File: config.mk
export PLATFORM = sky130hd
export DESIGN_NAME = eth_pause_req_gen
export DESIGN_NICKNAME = d
export VERILOG_FILES = /design/src/rtl/eth_pause_pkg.sv /design/src/rtl/eth_pause_pulse_shaper.sv /design/src/rtl/eth_pause_req_gen.sv
export SDC_FILE = /design/constraint.sdc
export NUM_CORES = 1
export LEC_CHECK = 0
export CAP_MARGIN = 20
export CORE_MARGIN = 10
export CORE_UTILIZATION = 52
export CTS_CLUSTER_DIAMETER = 60
export DETAILED_ROUTE_END_ITERATION = 7
export MAX_ROUTING_LAYER = met4
export PLACE_DENSITY = 0.89
export SKIP_CTS_REPAIR_TIMING = 1
export SLEW_MARGIN = 20
export SYNTH_ARGS = -nofsm -noshare
export SYNTH_HDL_FRONTEND = slang
export SYNTH_SLANG_ARGS = --single-unit
File: constraint.sdc
create_clock -name clk -period 7.5 [get_ports clk]
set_clock_uncertainty 0.15 [all_clocks]
set_input_delay 1.125 -clock clk [delete_from_list [all_inputs] [get_ports clk]]
set_output_delay 1.125 -clock clk [all_outputs]
set_load 0.01 [all_outputs]
File: src/rtl/eth_pause_pkg.sv
`default_nettype none
// ============================================================================
// Module      : eth_pause_pkg
// Description : Shared pause-code constants, FSM state type and helpers for
//               the pause request generator.
// Revision    : 1.0 - initial release
// ============================================================================
package eth_pause_pkg;

  // Pause request codes presented to the MAC timing adapter.
  // The code 2'b11 is never driven.
  localparam logic [1:0] PAUSE_IDLE = 2'b00;
  localparam logic [1:0] PAUSE_XON  = 2'b01;
  localparam logic [1:0] PAUSE_XOFF = 2'b10;

  // Flow-control state.
  typedef enum logic [0:0] {
    RUN    = 1'b0,
    PAUSED = 1'b1
  } pause_state_e;

  // Saturating 16-bit increment used by the statistics counter.
  function automatic logic [15:0] sat_inc16(input logic [15:0] v);
    return (v == 16'hFFFF) ? v : (v + 16'd1);
  endfunction

endpackage : eth_pause_pkg
`default_nettype wire

File: src/rtl/eth_pause_pulse_shaper.sv
`default_nettype none
// ============================================================================
// Module      : eth_pause_pulse_shaper
// Description : Turns single-cycle pause requests into fixed-length code
//               pulses followed by one idle gap cycle. A request that
//               arrives while a pulse or gap is in progress waits in a
//               one-deep pending slot; a newer request replaces it.
// Revision    : 1.0 - initial release
// ============================================================================
module eth_pause_pulse_shaper
  import eth_pause_pkg::*;
#(
  parameter int PULSE_LEN = 4
) (
  input  logic       clk,
  input  logic       reset,
  input  logic [1:0] i_req,
  output logic [1:0] o_out_data,
  output logic       o_xoff_start
);

  localparam int               c_cnt_w    = (PULSE_LEN > 1) ? $clog2(PULSE_LEN) : 1;
  localparam logic [c_cnt_w-1:0] c_len_m1 = c_cnt_w'(PULSE_LEN - 1);

  logic [1:0]         r_code;
  logic [c_cnt_w-1:0] r_left;
  logic [1:0]         r_pend;

  logic               w_free;
  logic [1:0]         w_cand;
  logic               w_launch;

  // The shaper can start a pulse only when the registered code is idle.
  // The cycle right after a pulse shows idle too, so that cycle is the
  // mandatory gap: a pulse can never start at the edge that ends the
  // previous one.
  assign w_free   = (r_code == PAUSE_IDLE);

  // A request arriving this cycle is newer than anything pending.
  assign w_cand   = (i_req != PAUSE_IDLE) ? i_req : r_pend;
  assign w_launch = w_free && (w_cand != PAUSE_IDLE);

  // Start-of-XOFF strobe, valid at the edge where the XOFF code is loaded.
  assign o_xoff_start = w_launch && (w_cand == PAUSE_XOFF);

  assign o_out_data = r_code;

  // Pulse length counting, gap insertion and pending-slot management.
  always_ff @(posedge clk) begin
    if (reset) begin
      r_code <= PAUSE_IDLE;
      r_left <= '0;
      r_pend <= PAUSE_IDLE;
    end else if (w_launch) begin
      r_code <= w_cand;
      r_left <= c_len_m1;
      r_pend <= PAUSE_IDLE;
    end else begin
      if (i_req != PAUSE_IDLE) begin
        r_pend <= i_req;
      end
      if (r_code != PAUSE_IDLE) begin
        if (r_left == '0) begin
          r_code <= PAUSE_IDLE;
        end else begin
          r_left <= r_left - 1'b1;
        end
      end
    end
  end

endmodule : eth_pause_pulse_shaper
`default_nettype wire

File: src/rtl/eth_pause_req_gen.sv
`default_nettype none
// ============================================================================
// Module      : eth_pause_req_gen
// Description : Pause request source for the 10G Ethernet example. Watches
//               the receive-buffer fill level and software strobes, holds a
//               hysteretic pause state, refreshes XOFF while paused and
//               drives a free-running 2-bit pause code.
// Revision    : 1.0 - initial release
// ============================================================================
module eth_pause_req_gen
  import eth_pause_pkg::*;
#(
  parameter int LEVEL_W        = 16,
  parameter int HI_WM          = 1536,
  parameter int LO_WM          = 512,
  parameter int REFRESH_CYCLES = 65536,
  parameter int PULSE_LEN      = 4
) (
  input  logic               clk,
  input  logic               reset,
  input  logic               i_enable,
  input  logic [LEVEL_W-1:0] i_fill_level,
  input  logic               i_sw_xoff,
  input  logic               i_sw_xon,
  output logic [1:0]         o_out_data,
  output logic               o_pause_active,
  output logic [15:0]        o_xoff_count
);

  localparam logic [LEVEL_W-1:0] c_hi_wm = LEVEL_W'(HI_WM);
  localparam logic [LEVEL_W-1:0] c_lo_wm = LEVEL_W'(LO_WM);

  // Refresh counter holds REFRESH_CYCLES-1 at most.
  localparam int                   c_refresh_w    = $clog2(REFRESH_CYCLES);
  localparam logic [c_refresh_w-1:0] c_refresh_load = c_refresh_w'(REFRESH_CYCLES - 1);

  logic [LEVEL_W-1:0]     r_lvl;
  pause_state_e           r_state;
  logic                   r_sw_entry;
  logic                   r_en_prev;
  logic [c_refresh_w-1:0] r_refresh;
  logic [15:0]            r_xoff_count;

  pause_state_e           w_state_nxt;
  logic                   w_sw_entry_nxt;
  logic [1:0]             w_req;
  logic                   w_above_hi;
  logic                   w_below_lo;
  logic                   w_en_fall;
  logic                   w_refresh_ok;
  logic                   w_xoff_start;

  // Compare against the registered level only, so the watermark decision
  // is made on one consistent sample.
  assign w_above_hi = (r_lvl > c_hi_wm);
  assign w_below_lo = (r_lvl < c_lo_wm);
  assign w_en_fall  = r_en_prev && !i_enable;

  // Refresh is due once the counter has run out. A software-entered pause
  // keeps refreshing regardless of level; an automatic one only while the
  // buffer has not drained below the low watermark.
  assign w_refresh_ok = (r_refresh == '0) && (!w_below_lo || r_sw_entry);

  // Input sampling: fill level register and enable history for fall detect.
  always_ff @(posedge clk) begin
    if (reset) begin
      r_lvl     <= '0;
      r_en_prev <= 1'b0;
    end else begin
      r_lvl     <= i_fill_level;
      r_en_prev <= i_enable;
    end
  end

  // FSM state register and the "entered by software" qualifier.
  always_ff @(posedge clk) begin
    if (reset) begin
      r_state    <= RUN;
      r_sw_entry <= 1'b0;
    end else begin
      r_state    <= w_state_nxt;
      r_sw_entry <= w_sw_entry_nxt;
    end
  end

  // Next-state and request decode. A software XOFF in the paused state
  // blocks every exit path; paired with XON (or at refresh time) it
  // re-issues XOFF.
  always_comb begin
    w_state_nxt    = r_state;
    w_sw_entry_nxt = r_sw_entry;
    w_req          = PAUSE_IDLE;
    case (r_state)
      RUN: begin
        if ((i_enable && w_above_hi) || i_sw_xoff) begin
          w_state_nxt    = PAUSED;
          w_sw_entry_nxt = i_sw_xoff;
          w_req          = PAUSE_XOFF;
        end
      end
      PAUSED: begin
        if (i_sw_xoff) begin
          if (i_sw_xon || w_refresh_ok) begin
            w_req = PAUSE_XOFF;
          end
        end else if ((i_enable && w_below_lo) || i_sw_xon || w_en_fall) begin
          w_state_nxt    = RUN;
          w_sw_entry_nxt = 1'b0;
          w_req          = PAUSE_XON;
        end else if (w_refresh_ok) begin
          w_req = PAUSE_XOFF;
        end
      end
      default: begin
        w_state_nxt    = RUN;
        w_sw_entry_nxt = 1'b0;
      end
    endcase
  end

  // Refresh down-counter: reloaded on every XOFF pulse start, parks at 0.
  always_ff @(posedge clk) begin
    if (reset) begin
      r_refresh <= '0;
    end else if (w_xoff_start) begin
      r_refresh <= c_refresh_load;
    end else if (r_refresh != '0) begin
      r_refresh <= r_refresh - 1'b1;
    end
  end

  // Saturating count of XOFF pulses actually issued.
  always_ff @(posedge clk) begin
    if (reset) begin
      r_xoff_count <= '0;
    end else if (w_xoff_start) begin
      r_xoff_count <= sat_inc16(r_xoff_count);
    end
  end

  eth_pause_pulse_shaper #(
    .PULSE_LEN (PULSE_LEN)
  ) u_shaper (
    .clk          (clk),
    .reset        (reset),
    .i_req        (w_req),
    .o_out_data   (o_out_data),
    .o_xoff_start (w_xoff_start)
  );

  assign o_pause_active = (r_state == PAUSED);
  assign o_xoff_count   = r_xoff_count;

endmodule : eth_pause_req_gen
`default_nettype wire

==> results.sh, run 1 <==
export IMPL_cts_buffer_depth=2
export IMPL_crit_fanout=19
export IMPL_grt_antenna_before_repair=0
export IMPL_ys_types=42
export IMPL_fin_nets=350
export IMPL_tightest_slew_ns=1.046
export IMPL_vias_per_cell=5.641
export IMPL_clkSinkCount=57
export IMPL_postLayoutCoreUtil_pct=66.14
export IMPL_cp_top_family="simple AND/OR/NAND/NOR gates"
export IMPL_syn_inst=289
export IMPL_vdd_drop_max_mv=0.1329
export IMPL_first_iter_violations=157
export IMPL_powerDensity_mw_per_mm2=239.5
export IMPL_synth_edff_count=0
export IMPL_r2r_slack_ns=4.55
export IMPL_clk_pin_slew_ns=0.07
export IMPL_synth_area_leaders="dfxtp_1 44%, nor2b_1 5.8%, a21oi_1 5.4%"
export IMPL_r2r_end="o_xoff_count[6]"
export IMPL_wl_um=5439
export IMPL_crit_required_ns=7.57
export IMPL_min_path_cells=2
export IMPL_wl_per_cell_um=13.73
export IMPL_rsz0062_at_grt="no"
export IMPL_grt_pass1_vias=2108
export IMPL_r2r_start="r_refresh[0]"
export IMPL_yosysTopAreaCell="dfxtp_1"
export IMPL_die_y_um=90.76
export IMPL_ys_async_sr_fraction_pct=0
export IMPL_dr_pass1_iters=4
export IMPL_numCtsBuffers=9
export IMPL_crit_type="primary input to register"
export IMPL_cp_start_kind="primary input"
export IMPL_grt_use_total_pct=13.81
export IMPL_end_kind="register"
export IMPL_final_common_cell="dfxtp_1"
export IMPL_min_path_type="register to register"
export IMPL_synth_seq_area_share_pct=43.83
export IMPL_portBuffers=39
export IMPL_worstRegToRegCells=8
export IMPL_grt_pass1_wl_um=9321
export IMPL_fp_dieW_um=90.76
export IMPL_worstSkewPairLatency_ns=0.33
export IMPL_tritoncts="yes"
export IMPL_critPathBufInv=1
export IMPL_die_area_mm2=0.008237
export IMPL_htree_levels=3
export IMPL_setup_violations=0
export IMPL_maxCapViolCount=0
export IMPL_cts_root_buf="clkbuf_8"
export IMPL_synth_net_count=314
export IMPL_grt_max_degree=67
export IMPL_grt_ovfl_total=0
export IMPL_period_minus_slack_ns=3.572
export IMPL_tns_ns=0
export IMPL_drive_gt1_share_pct=7.295
export IMPL_yosys_warnings=0
export IMPL_ant_nets=0
export IMPL_start_util_pct=54.41
export IMPL_rows=25
export IMPL_timing_final_crit_share_pct=47.63
export IMPL_cp_slowest_cell="clkdlybuf4s50_1"
export IMPL_drc=0
export IMPL_crit_arrival_ns=3.65
export IMPL_min_from="u_shaper.r_left[1]"
export IMPL_run_status="finished clean"
export IMPL_dr_total_vias=2234
export IMPL_leakage_nw=1.154
export IMPL_syn_cell_area_mm2=0.002604
export IMPL_routabilityCongestion=0.8395
export IMPL_path_cells="clkdlybuf4s50_1 -> nand2b_1 -> nor3_1 -> o21ai_1 -> nand2_1 -> nor4_1 -> mux2_1"
export IMPL_dp_hpwl_um=3940
export IMPL_core_area_mm2=0.004786
export IMPL_avgSynthCellArea_um2=9.010
export IMPL_max_freq_mhz=279.9
export IMPL_synth_top_flop_cell="dfxtp_1"
export IMPL_syn_to_final_growth_pct=21.58
export IMPL_synth_top_area_share_pct=43.83
export IMPL_hold_viol_final=0
export IMPL_fillers=380
export IMPL_worstHoldEndpoint="u_shaper.r_left[1]"
export IMPL_final_cell_mix="57 x dfxtp_1, 38 x clkdlybuf4s50_1, 28 x a21oi_1"
export IMPL_ys_seq_elements=57
export IMPL_diodes=0
export IMPL_pin_count=40
export IMPL_drv_slew=0
export IMPL_slew_headroom_pct=30.27
export IMPL_critical_path_max_stage_delay_ns=0.57
## tightest hold or removal path: stages, from the launching register on
cell,delay (ns)
dfxtp_1,0.29
inv_1,0.06
a221oi_1,0.07
## worst max path at each step
stage / from / to / slack [ns] / depth (start not counted)
2_1_floorplan: i_enable / o_xoff_count[5] / 4.41 / 8
3_3_place_gp: i_enable / o_xoff_count[8] / 3.82 / 7
6_report: i_sw_xoff / o_xoff_count[6] / 3.93 / 7
4_1_cts: i_enable / o_xoff_count[6] / 3.96 / 7
3_5_place_dp: i_enable / o_xoff_count[8] / 3.67 / 7
5_1_grt: i_enable / o_xoff_count[7] / 3.73 / 7
## cell type report
type	count	area (um^2)	share of cell area, %
clock buffers	11	141.4	4.466
clock inverters	4	20.02	0.6324
well taps	67	83.83	2.648
flip-flops and latches	57	1141	36.05
repair buffers	39	385.4	12.17
multi-input cells	210	1364	43.08
inverters	8	30.03	0.9486
## cell families after synthesis
group / Yosys count / synth area share, %
simple gates: 130 / 30.13
mux: 7 / 2.979
buf+inv: 22 / 3.796
flops: 57 / 43.82
fa+ha+maj: 4 / 1.922
compound gates: 55 / 12.64
xor+xnor: 14 / 4.709
## synthesized netlist by cell type (3+ instances only)
cell	n
dfxtp_1	57
o21ai_0	4
o31ai_1	9
nand2_1	10
nor2_1	15
nor2b_1	24
nand2b_1	9
or4_4	3
mux2_1	6
nand4_1	7
or4_1	10
or2_2	3
xor2_1	5
a21oi_1	28
nor4_1	8
clkbuf_1	11
xnor2_1	9
nor3_1	13
or3_1	6
inv_1	8
and3_1	5
ha_1	4
nand3_1	10
## state kept, by name, summed over array words and instances (netlist names)
| name | flops |
|---|---|
| o_pause_active | 1 |
| u_shaper.r_left | 2 |
| r_lvl | 16 |
| o_xoff_count | 16 |
| r_en_prev | 1 |
| r_refresh | 16 |
| r_sw_entry | 1 |
| u_shaper.r_pend | 2 |
| u_shaper.o_out_data | 2 |
## power by group
group	switching, mW	internal [mW]
Sequential	0.0268	0.336
Clock	0.114	0.124
Combinational	0.0826	0.0753
## routing by layer
metal,global-route usage [%],part of all wire [%],wire (um)
met3,4.073,4.2,230
met1,14.25,44,2400
met4,7.294,2.1,114
met5,-,0,0
met2,23.26,50,2694
## through the flow
step | cells | power (mW) | setup slack [ns] | cell area, um^2 | hold WS (ns)
6_report | 396 | 0.7583 | 3.928 | 3166 | 0.3361
5_1_grt | 396 | 0.8017 | 3.731 | 3166 | 0.3633
4_1_cts | 396 | 0.7616 | 3.959 | 3166 | 0.3379
3_5_place_dp | 381 | 0.5259 | 3.666 | 3004 | 0.3289
3_3_place_gp | 381 | 0.5182 | 3.818 | 3004 | 0.3076
2_1_floorplan | 289 | 0.4844 | 4.410 | 2604 | 0.2974
Power figures use the tool's default switching activity.
==> inputs of run 2 (changes only) <==
--- a/config.mk
+++ b/config.mk
@@ -7,11 +7,11 @@
 export LEC_CHECK = 0
 export CAP_MARGIN = 20
 export CORE_MARGIN = 10
-export CORE_UTILIZATION = 52
+export CORE_UTILIZATION = 48
 export CTS_CLUSTER_DIAMETER = 60
 export DETAILED_ROUTE_END_ITERATION = 7
 export MAX_ROUTING_LAYER = met4
-export PLACE_DENSITY = 0.89
+export PLACE_DENSITY = 0.87
 export SKIP_CTS_REPAIR_TIMING = 1
 export SLEW_MARGIN = 20
 export SYNTH_ARGS = -nofsm -noshare
==> constraint.sdc (replaced) <==
create_clock -name clk -period 2.9 [get_ports clk]
set_clock_uncertainty 0.15 [all_clocks]
set_input_delay 0.435 -clock clk [delete_from_list [all_inputs] [get_ports clk]]
set_output_delay 0.435 -clock clk [all_outputs]
set_load 0.01 [all_outputs]
==> run 2 against run 1 <==
Against the previous run: sequential power rose to 2.6 times the previous value; largest cell class unchanged; utilization shrank 2.7 points; clock-buffer cell count up 2.
==> results.sh, run 2 (same netlist as run 1, synthesis figures left out) <==
export IMPL_setup_violations=0
export IMPL_drc=0
export IMPL_crit_arrival_ns=2.86
export IMPL_dr_total_vias=2283
export IMPL_timing_final_crit_share_pct=96.33
export IMPL_end_kind="register"
export IMPL_multiInputGateArea_mm2=0.001399
export IMPL_final_common_cell="dfxtp_1"
export IMPL_die_y_um=93.65
export IMPL_dp_cells=392
export IMPL_vdd_drop_max_mv=0.3212
export IMPL_crit_fanout=13
export IMPL_tightest_slew_ns=0.6390
export IMPL_grt_max_degree=67
export IMPL_fp_dieW_um=93.65
export IMPL_grt_pass1_vias=2226
export IMPL_crit_type="register to register"
export IMPL_max_freq_mhz=358.0
export IMPL_start_util_pct=50.34
export IMPL_p_seq_share_pct=46.1
export IMPL_clk_pin_slew_ns=0.07
export IMPL_tritoncts="yes"
export IMPL_globalRouteMet3Util_pct=4.396
export IMPL_ant_nets=0
export IMPL_core_area_mm2=0.005172
export IMPL_p_int_mw=1.443
export IMPL_met2_usage_pct=21.46
export IMPL_min_from="u_shaper.r_left[1]"
export IMPL_r2r_start="r_refresh[4]"
export IMPL_grt_antenna_before_repair=0
export IMPL_total_power_mw=2.023
export IMPL_min_path_type="register to register"
export IMPL_first_iter_violations=126
export IMPL_clkSinkCount=57
export IMPL_clkPwrFrac_pct=31.5
export IMPL_powerDensity_mw_per_mm2=616.9
export IMPL_period_minus_slack_ns=2.794
export IMPL_die_area_mm2=0.008770
export IMPL_htree_levels=3
export IMPL_worstRegToRegCells=6
export IMPL_wl_um=5682
export IMPL_tns_ns=0
export IMPL_critPathLaunch="r_refresh[4]"
export IMPL_cp_start_kind="register"
export IMPL_use_met1_pct=14.78
export IMPL_maxCapViolCount=0
export IMPL_drive_gt1_share_pct=10.91
export IMPL_portBuffers=39
export IMPL_worstSkewPairLatency_ns=0.33
export IMPL_whs_ns=0.3310
export IMPL_p_sw_uw=579.9
export IMPL_numCtsBuffers=9
export IMPL_drv_slew=0
export IMPL_slew_headroom_pct=57.30
export IMPL_dp_hpwl_um=3861
export IMPL_regArea_mm2=0.001141
export IMPL_dr_pass1_iters=4
export IMPL_leakage_nw=1.202
export IMPL_vias_per_cell=5.582
export IMPL_final_cell_mix="57 x dfxtp_1, 38 x clkdlybuf4s50_1, 28 x a21oi_1"
export IMPL_rows=26
export IMPL_syn_to_final_growth_pct=25.95
export IMPL_run_status="finished clean"
export IMPL_min_path_cells=2
export IMPL_pin_count=40
export IMPL_pre_cts_slack_ns=-0.05435
export IMPL_grt_use_total_pct=13.58
export IMPL_cts_root_buf="clkbuf_8"
export IMPL_global_route_peak_usage_layer="met2"
export IMPL_crit_required_ns=2.96
export IMPL_grt_pass1_wl_um=9535
export IMPL_hold_viol_final=0
export IMPL_fin_nets=359
export IMPL_power_frac_comb_pct=22.4
export IMPL_diodes=0
export IMPL_swShare_pct=28.67
export IMPL_grt_ovfl_total=0
export IMPL_setup_slack_ns=0.1064
export IMPL_wl_per_cell_um=13.89
export IMPL_fin_cells=409
export IMPL_fillers=405
export IMPL_routabilityCongestion=0.8391
export IMPL_cts_buffer_depth=2
run 2: path summary, 6_finish.rpt:
path                         to  slack (ns)
max             o_xoff_count[7]        0.11
min          u_shaper.r_left[1]        0.33
max reg2reg     o_xoff_count[7]        0.11
min reg2reg  u_shaper.r_left[1]        0.33
run 2: metrics by stage:
step | area [um^2] | utilization, %
after global placement | 3068 | 59.31
after global routing | 3279 | 63.40
after detailed placement | 3068 | 59.31
after floorplan | 2604 | -
final | 3279 | 63.40
after CTS | 3242 | 62.68
run 2: critical path, stage by stage, from the launching register on:
cell,delay [ns]
dfxtp_1,0.33
or4_4,0.52
nand4bb_4,0.27
or4_4,0.47
and4_4,0.25
nor4_2,0.32
mux2_1,0.37
run 2: layout make-up:
cell class	count	share of cell area (%)
multi-input combinational	211	42.66
clock buffer	13	4.845
timing repair buffer	47	13.66
sequential	57	34.80
inverter	8	0.9157
tap	70	2.671
clock inverter	3	0.4578
run 2: per-layer routing:
| layer | up-vias | wire [um] |
|---|---|---|
| li1 | 1134 | - |
| met1 | 1057 | 2524 |
| met2 | 80 | 2632 |
| met3 | 12 | 394 |
| met4 | 0 | 130 |
| met5 | - | 0 |
run 2: power groups by stage:
stage	Combinational, mW	Clock, mW	Sequential [mW]
floorplan	0.312	0	0.941
global placement	0.426	0	0.944
detailed placement	0.441	0	0.947
CTS	0.445	0.657	0.930
global route	0.501	0.693	0.945
finish	0.452	0.638	0.933
==> inputs of run 3 (changes only) <==
--- a/config.mk
+++ b/config.mk
@@ -6,12 +6,13 @@
 export NUM_CORES = 1
 export LEC_CHECK = 0
 export CAP_MARGIN = 20
-export CORE_MARGIN = 10
+export CORE_MARGIN = 4
 export CORE_UTILIZATION = 48
 export CTS_CLUSTER_DIAMETER = 60
 export DETAILED_ROUTE_END_ITERATION = 7
 export MAX_ROUTING_LAYER = met4
 export PLACE_DENSITY = 0.87
+export RECOVER_POWER = 25
 export SKIP_CTS_REPAIR_TIMING = 1
 export SLEW_MARGIN = 20
 export SYNTH_ARGS = -nofsm -noshare
==> run 3 against run 2 <==
Against the previous run: register-to-register slack got worse by 0.03 ns; routed wire length decreased by 0.23%; global-route usage increased by 4.5 points; largest cell class unchanged; cell area about the same.
==> results.sh, run 3 (same netlist as run 1, synthesis figures left out) <==
export IMPL_clkSinkCount=57
export IMPL_path_cells="or4_4 -> nand4bb_4 -> or4_4 -> and4_4 -> nor4_1 -> mux2_1"
export IMPL_worstRegToRegCells=6
export IMPL_diodes=0
export IMPL_slew_headroom_pct=20.58
export IMPL_setup_slack_ns=0.08025
export IMPL_final_cell_mix="57 x dfxtp_1, 37 x clkdlybuf4s50_1, 28 x a21oi_1"
export IMPL_portBuffers=39
export IMPL_tns_ns=0
export IMPL_dr_pass1_iters=4
export IMPL_run_status="finished clean"
export IMPL_max_freq_mhz=354.6
export IMPL_use_met1_pct=18.54
export IMPL_die_y_um=81.65
export IMPL_grt_use_total_pct=18.03
export IMPL_crit_arrival_ns=2.89
export IMPL_powerDensity_mw_per_mm2=626.1
export IMPL_cp_slowest_cell="or4_4"
export IMPL_htree_levels=3
export IMPL_fin_nets=359
export IMPL_pre_cts_slack_ns=-0.1247
export IMPL_drv_slew=0
export IMPL_vias_per_cell=5.583
export IMPL_period_minus_slack_ns=2.820
export IMPL_grt_ovfl_total=0
export IMPL_tightest_slew_ns=1.191
export IMPL_cts_buffer_depth=2
export IMPL_clk_pin_slew_ns=0.06
export IMPL_min_path_type="register to register"
export IMPL_fp_dieW_um=81.65
export IMPL_routabilityCongestion=0.8281
export IMPL_dp_hpwl_um=3741
export IMPL_numCtsBuffers=9
export IMPL_maxCapViolCount=0
export IMPL_wl_per_cell_um=13.89
export IMPL_met2_usage_pct=31.68
export IMPL_fillers=429
export IMPL_worstSkewPairLatency_ns=0.33
export IMPL_pin_count=40
export IMPL_vdd_drop_max_mv=0.3885
export IMPL_whs_ns=0.3459
export IMPL_grt_antenna_before_repair=0
export IMPL_end_kind="register"
export IMPL_syn_to_final_growth_pct=25.85
export IMPL_drc=0
export IMPL_first_iter_violations=174
export IMPL_final_common_cell="dfxtp_1"
export IMPL_tritoncts="yes"
export IMPL_place_area_mm2=0.003068
export IMPL_start_util_pct=50.34
export IMPL_rows=26
export IMPL_grt_pass1_wl_um=8963
export IMPL_crit_fanout=13
export IMPL_dr_total_vias=2278
export IMPL_crit_type="register to register"
export IMPL_cts_root_buf="clkbuf_8"
export IMPL_post_route_cell_area_mm2=0.003277
export IMPL_grt_pass1_vias=2154
export IMPL_grt_max_degree=67
export IMPL_cp_start_kind="register"
export IMPL_crit_required_ns=2.97
export IMPL_die_area_mm2=0.006667
export IMPL_min_path_cells=2
export IMPL_leakage_nw=1.208
export IMPL_ant_nets=0
export IMPL_hold_viol_final=0
export IMPL_global_route_peak_usage_layer="met2"
export IMPL_globalRouteMet3Util_pct=5.921
export IMPL_timing_final_crit_share_pct=97.23
export IMPL_core_area_mm2=0.005172
export IMPL_critical_path_max_stage_delay_ns=0.52
export IMPL_drive_gt1_share_pct=10.95
export IMPL_wl_um=5669
export IMPL_setup_violations=0
export IMPL_total_power_mw=2.052
export IMPL_critical_path_most_common_cell="or4_4"
## run 3: cell type report
| cell class | count | area [um^2] | share of cell area (%) |
|---|---|---|---|
| multi-input cells | 211 | 1393 | 42.50 |
| flip-flops and latches | 57 | 1141 | 34.82 |
| repair buffers | 47 | 445.4 | 13.59 |
| clock buffers | 12 | 165.2 | 5.040 |
| well taps | 70 | 87.58 | 2.673 |
| inverters | 8 | 30.03 | 0.9164 |
| clock inverters | 3 | 15.01 | 0.4582 |
## run 3: critical path: cells and delay by family, from the launching register on
| kind | cells | cell delay [ns] |
|---|---|---|
| DFF | 1 | 0.33 |
| and+or+nand+nor | 5 | 1.87 |
| muxes | 1 | 0.36 |
## run 3: report_power, final
group          switching [mW]  total [mW]  internal [mW]
Combinational           0.230       0.452          0.222
Clock                   0.294       0.664          0.370
Sequential             0.0678       0.936          0.868
Total                   0.591        2.05           1.46
## run 3: metal layers
layer,part of all wire (%),vias to the layer above,wire length [um]
met4,1.7,0,94
met2,50,73,2834
li1,-,1136,-
met3,6.5,8,369
met1,42,1061,2371
met5,0,-,0
## run 3: worst paths after layout
kind	slack (ns)	to	startpoint
setup / recovery	0.08	o_xoff_count[7]	r_refresh[4]
hold / removal	0.35	u_shaper.r_left[1]	u_shaper.r_left[1]
setup reg to reg	0.08	o_xoff_count[7]	r_refresh[4]
hold reg to reg	0.35	u_shaper.r_left[1]	u_shaper.r_left[1]
## run 3: stage by stage
stage / util, % / std cells
finish: 63.35 / 408
global route: 63.35 / 408
CTS: 62.80 / 407
detailed placement: 59.31 / 392
global placement: 59.31 / 392
floorplan: - / 289
